## config.mk

```make
export PLATFORM = sky130hd
export DESIGN_NAME = serial_add_ctrl
export DESIGN_NICKNAME = d
export VERILOG_FILES = /design/src/rtl/serial_add_ctrl.sv
export SDC_FILE = /design/constraint.sdc
export NUM_CORES = 1
export LEC_CHECK = 0
export ABC_AREA = 1
export CAP_MARGIN = 20
export CORE_MARGIN = 10
export CORE_UTILIZATION = 30
export DETAILED_ROUTE_END_ITERATION = 6
export GPL_ROUTABILITY_DRIVEN = 0
export PLACE_DENSITY = 0.57
export SKIP_LAST_GASP = 1
export SLEW_MARGIN = 10
export SYNTH_ARGS = -nofsm -noshare
export SYNTH_HDL_FRONTEND = slang
export SYNTH_SLANG_ARGS = --single-unit
```

## constraint.sdc

```tcl
create_clock -name clk -period 1 [get_ports clk]
set_input_delay 0.25 -clock clk [delete_from_list [all_inputs] [get_ports clk]]
set_output_delay 0.25 -clock clk [all_outputs]
set_load 0.01 [all_outputs]
```

## src/rtl/serial_add_ctrl.sv

```systemverilog
// serial_add_ctrl: bit-serial WIDTH-bit adder sequencer.
// One full-add slice (two half-add stages plus an OR for the carry) is
// reused over the operand bits, LSB first, one bit per clock.
//
// state | meaning
// IDLE  | waiting for start; operands captured on the accepting edge
// RUN   | one operand bit added per edge; busy asserted
// DONE  | single-cycle completion pulse; sum/cout already loaded
module serial_add_ctrl #(
   parameter int WIDTH = 8
) (
   input  logic             clk,
   input  logic             rst_n,
   input  logic             start,
   input  logic [WIDTH-1:0] a,
   input  logic [WIDTH-1:0] b,
   input  logic             cin,
   output logic             busy,
   output logic             done,
   output logic [WIDTH-1:0] sum,
   output logic             cout
);

   localparam int CW = $clog2(WIDTH) + 1;

   typedef enum logic [1:0] {
      IDLE = 2'd0,
      RUN  = 2'd1,
      DONE = 2'd2
   } state_t;

   state_t           state_q;
   state_t           state_d;
   logic [WIDTH-1:0] a_sh;
   logic [WIDTH-1:0] b_sh;
   logic [WIDTH-1:0] res;
   logic [WIDTH-1:0] res_nxt;
   logic             c;
   logic [CW-1:0]    cnt;
   logic             last_bit;

   logic ha1_s;
   logic ha1_c;
   logic ha2_s;
   logic ha2_c;
   logic c_nxt;

   // full add built from two half-add stages; the carries are never both set
   assign ha1_s = a_sh[0] ^ b_sh[0];
   assign ha1_c = a_sh[0] & b_sh[0];
   assign ha2_s = ha1_s ^ c;
   assign ha2_c = ha1_s & c;
   assign c_nxt = ha1_c | ha2_c;

   // the new sum bit enters at the MSB so after WIDTH shifts bit 0 sits at the LSB
   generate
      if (WIDTH == 1) begin : g_res_w1
         assign res_nxt = ha2_s;
      end else begin : g_res_wn
         assign res_nxt = {ha2_s, res[WIDTH-1:1]};
      end
   endgenerate

   assign last_bit = (cnt == CW'(WIDTH - 1));

   // state register
   always_ff @(posedge clk or negedge rst_n) begin
      if (!rst_n) begin
         state_q <= IDLE;
      end else begin
         state_q <= state_d;
      end
   end

   // next-state decode; start only matters in IDLE
   always_comb begin
      state_d = state_q;
      case (state_q)
         IDLE:    if (start) state_d = RUN;
         RUN:     if (last_bit) state_d = DONE;
         DONE:    state_d = IDLE;
         default: state_d = IDLE;
      endcase
   end

   // operand capture, bit-serial datapath and result load at the final bit
   always_ff @(posedge clk or negedge rst_n) begin
      if (!rst_n) begin
         a_sh <= '0;
         b_sh <= '0;
         res  <= '0;
         c    <= 1'b0;
         cnt  <= '0;
         sum  <= '0;
         cout <= 1'b0;
      end else begin
         case (state_q)
            IDLE: begin
               if (start) begin
                  a_sh <= a;
                  b_sh <= b;
                  c    <= cin;
                  cnt  <= '0;
               end
            end
            RUN: begin
               a_sh <= a_sh >> 1;
               b_sh <= b_sh >> 1;
               c    <= c_nxt;
               res  <= res_nxt;
               cnt  <= cnt + CW'(1);
               if (last_bit) begin
                  sum  <= res_nxt;
                  cout <= c_nxt;
               end
            end
            default: ;
         endcase
      end
   end

   assign busy = (state_q == RUN);
   assign done = (state_q == DONE);

endmodule

```

Word-level counts from Yosys, hierarchy flattened
Cells that the tools add are included.

word-level totals
  flip-flop bits (word level) = 40
  input port bits = 20
  output and inout bits = 11
  word-level logic and storage cells = 35

operators by class
  add/subtract/negate cells = 1
  equality and inequality tests = 5
  multiplexer cells = 11
  bitwise gates (word level) = 5
  reduce and logical (&&, ||, !) cells = 5

operators with widths
  kind                                            number
  one-hot mux 8 bit (2 select lines)              2
  two-way mux 8 bit                               2
  one-hot mux 4 bit (2 select lines)              1
  AND reduction 2 bit                             3
  adder 4 x 1 -> 4 bit (second input constant)    1
  == test 4 x 3 -> 1 bit (second input constant)  1
  two-way mux 2 bit                               2
  two-way mux 4 bit                               1
  one-hot mux 2 bit (2 select lines)              1
  AND 1 bit                                       2
  == test 2 x 1 -> 1 bit (second input constant)  1
  == test 2 bit (second input constant)           1
  logical NOT 2 bit                               1
  != test 2 x 1 -> 1 bit (second input constant)  1
  != test 2 bit (second input constant)           1
  one-hot mux 1 bit (2 select lines)              1
  nonzero test 2 bit                              1
  bitwise XOR 1 bit                               2
  two-way mux 1 bit                               1
  OR 1 bit                                        1

Longest topological paths before layout
  depth after elaboration = 4
  mapped depth = 6
  mapped depth without buffers = 6

Least setup slack after synthesis
Ideal clock, no wire load.

  path type = register -> register
  start point = register c
  end point = register res[7]
  library setup time = 0.126 ns
  data arrival time = 0.989 ns
  required time = 0.874 ns
  setup slack = -0.115 ns
  cell stages (with the launch flop) = 4
  path buffers = 0
  clock period less this slack = 1.115 ns
  cells stage by stage = dfrtp_1 -> fa_1 -> nand2_1 -> o21ai_0

on the way
  longest elaborated chain between the ends = 1

ends and longest elaborated chain
  element                   line  RTL
  start: declaration        38    logic c;
  start signal: assignment  102   c <= cin;
  start signal: assignment  109   c <= c_nxt;
  bitwise XOR 1 bit         51    assign ha2_s = ha1_s ^ c;
  via ha2_s                 44    logic ha2_s;
  end signal: assignment    110   res <= res_nxt;
  end: declaration          36    logic [WIDTH-1:0] res;

The timed path passes the listed nets, and every way through them passes these cells.
A chain may end at the register's enable or synchronous reset.

Final worst setup path
  start point = register state_q[1]
  end point = output busy

on the way
  longest elaborated chain between the ends = 1

ends and longest elaborated chain
  element                   line  RTL
  start: declaration        32    state_t state_q;
  start signal: assignment  71    state_q <= state_d;
  == test 2 x 1 -> 1 bit    122   assign busy = (state_q == RUN);
  end: declaration          18    output logic busy,

No other way between the ends.

==> impl_metrics.toml <==
[status]
outcome = "complete, but fails checks"
violations = "negative setup slack"

[worst_setup_path]
path_cells = "inv_2, nand2_4, inv_4, buf_6"
worstRegToRegCells = 3
crit_buf_inv = 3
endpoint_kind = "primary output"
cp_top_family = "flip-flops"
crit_path_top_delay_cell = "dfrtp_1"
crit_arrival_ps = 970
crit_path_start_kind = "flop"
max_stage_delay_ps = 380
crit_path_max_fanout = 3
cp.depth = 4
ff2ff_setup_slack_ps = -190
crit_type = "reg -> out"
critPathRequiredTime_ps = 750

[placement]
io_buffers = 30
place_ws_ps = -343
dp_hpwl_um = 2590
post_dp_cell_area_um2 = 2200

[min_path]
hold_path_class = "in -> async"

[pwr]
irDropWorstVdd_mv = 0.985
total_power_mw = 6.74
p_comb_share_pct = 41.0
p_sw_mw = 2.40
leakage_nw = 1.17
p_int_mw = 4.34
sw_frac_of_total_pct = 35.6
seqPwrFrac_pct = 39.4
power_density_nw_per_um2 = 2850
pwr-share-clk_pct = 19.6

[floorplanning]
ios = 31
chipHeight_um = 94.7
coreArea_um2 = 5470
fp.dieW_um = 94.7
rows = 27
die_area_um2 = 8970
initial_core_util_pct = 30.6

[cells_and_area]
design_area_um2 = 2360
fillers = 579
area_growth_pct = 40.9
drive_gt1_share_pct = 24.0
fin_nets = 267
antenna_cells = 0
layout_commonest_cell = "nand2_1"
mostFrequentLayoutCells = "nand2_1, dfrtp_1, nand3_1, buf_4, clkdlybuf4s50_1"

[synth]
yosys_warnings = 0
async_flop_share_pct = 100
syn-num-nets = 210
ys_types = 17
synth_edf_count = 0
ys.flop_type = "dfrtp_1"
synth_area_per_cell_um2 = 8.91
syn_area_um2 = 1680
synth_seq_area_share_pct = 58.3
synthCells = 188
ys_ff_latch = 39

[routing]
wl_per_cell_um = 12.1
ant_nets = 0
dr.pass1.iters = 4
drtIter0Drc = 84
vias = 1400
drc_errors = 0
wl_um = 3840
vias_per_cell = 4.40

[global_routing]
grtUsageTotal_pct = 9.39
antenna_found_initial = 0
overflow = 0
grt_pass1_wl_um = 6740
first_global_vias = 1442
grt_max_degree = 40

[clocking]
clkSinkCount = 39
clk_path_buf_depth = 2
cts_root_buf = "clkbuf_8"
htreeDepth = 2
insertion_delay_ps = 290
cts_tree = "built"
clk_pin_slew_ps = 90
numCtsBuffers = 5

[timing]
hold_viol_final = 0
maxSlewHeadroom_pct = 85.6
setup-tns-final_ps = -6000
setup_viol = 47
clock_skew_ps = 11.6
fmax_mhz = 817
slew_violations = 0
period_minus_slack_ps = 1220
post-route-period-util_pct = 122
setup_ws_ps = -224
holdWs_ps = 451
tightest_slew_ps = 215
rsz0062_at_grt = "true"

[flow_run]
maxCapViolCount = 0
[layer usage]
layer  vias up  track usage (%)  part of all wire (%)
met1       654             12.1                    48
met2        23             14.2                    46
li1        717                -                     -
met4         0             4.11                   1.7
met5         -                0                     0
met3         6             2.78                   4.0
[path summary, 6_finish.rpt]
| path | start | end |
|---|---|---|
| min reg2reg | sum[1] | sum[1] |
| max in group asynchronous | rst_n | b_sh[3] |
| max | state_q[1] | busy |
| min | rst_n | res[2] |
| min in group clk | sum[1] | sum[1] |
| max reg2reg | c | res[7] |
[repair_timing]
item	in CTS	in global routing
endpoints found under the setup margin	46	50
gates cloned	0	0
setup buffers	5	3
hold endpoints to repair	39	0
resized for setup	51	1
pin swaps	2	1
hold buffers	1	0
[synth_stat cells (2+ instances only)]
cell	count	area [um^2]
nor2_1	3	11.3
nand3_1	39	195
inv_1	4	15.0
nand2_1	76	285
nor2_4	2	22.5
buf_2	5	25.0
buf_6	2	22.5
nand2_2	3	18.8
dfrtp_1	39	976
o21ai_0	8	40.0
[per-stage QoR]
step / cells / utilization [%]
finish: 318 / 43.1
global route: 318 / 43.1
CTS: 315 / 42.6
detailed placement: 301 / 40.2
global placement: 301 / 40.2
floorplan: 188 / -
[cell families (layout without fill, tap and decap cells)]
logic type	after synthesis	in the layout	share of synthesized area [%]
adders and majority gates	2	2	1.94
DFF	39	39	58.3
and+or+nand+nor	124	124	32.2
AOI/OAI and AO/OA	9	9	2.84
buffers and inverters	14	72	4.78
[layout make-up]
cell class	instances	area, um^2	share of cell area [%]
Tap cell	72	90.1	3.82
Timing Repair Buffer	58	508	21.5
Clock inverter	3	43.8	1.85
Clock buffer	5	68.8	2.91
Multi-Input combinational cell	135	649	27.5
Inverter	6	25.0	1.06
Sequential cell	39	976	41.3
[registers in the layout, indices dropped and copies added (netlist names)]
signal,count
a_sh,8
cnt,4
c,1
cout,1
b_sh,8
sum,8
state_q,2
res,7
[power groups by stage]
stage,Clock [mW],Sequential [mW],Combinational [mW]
3_5_place_dp,0,2.68,2.71
3_3_place_gp,0,2.67,2.68
4_1_cts,1.35,2.66,2.73
5_1_grt,1.44,2.74,3.12
2_1_floorplan,0,2.72,1.44
6_report,1.32,2.65,2.77
[worst register-to-register path: stages (launching register included)]
cell	delay [ps]
dfrtp_1	410
fa_2	590
nand2_1	60
o21ai_1	70
No activity file was read; power rests on OpenSTA's default activity.
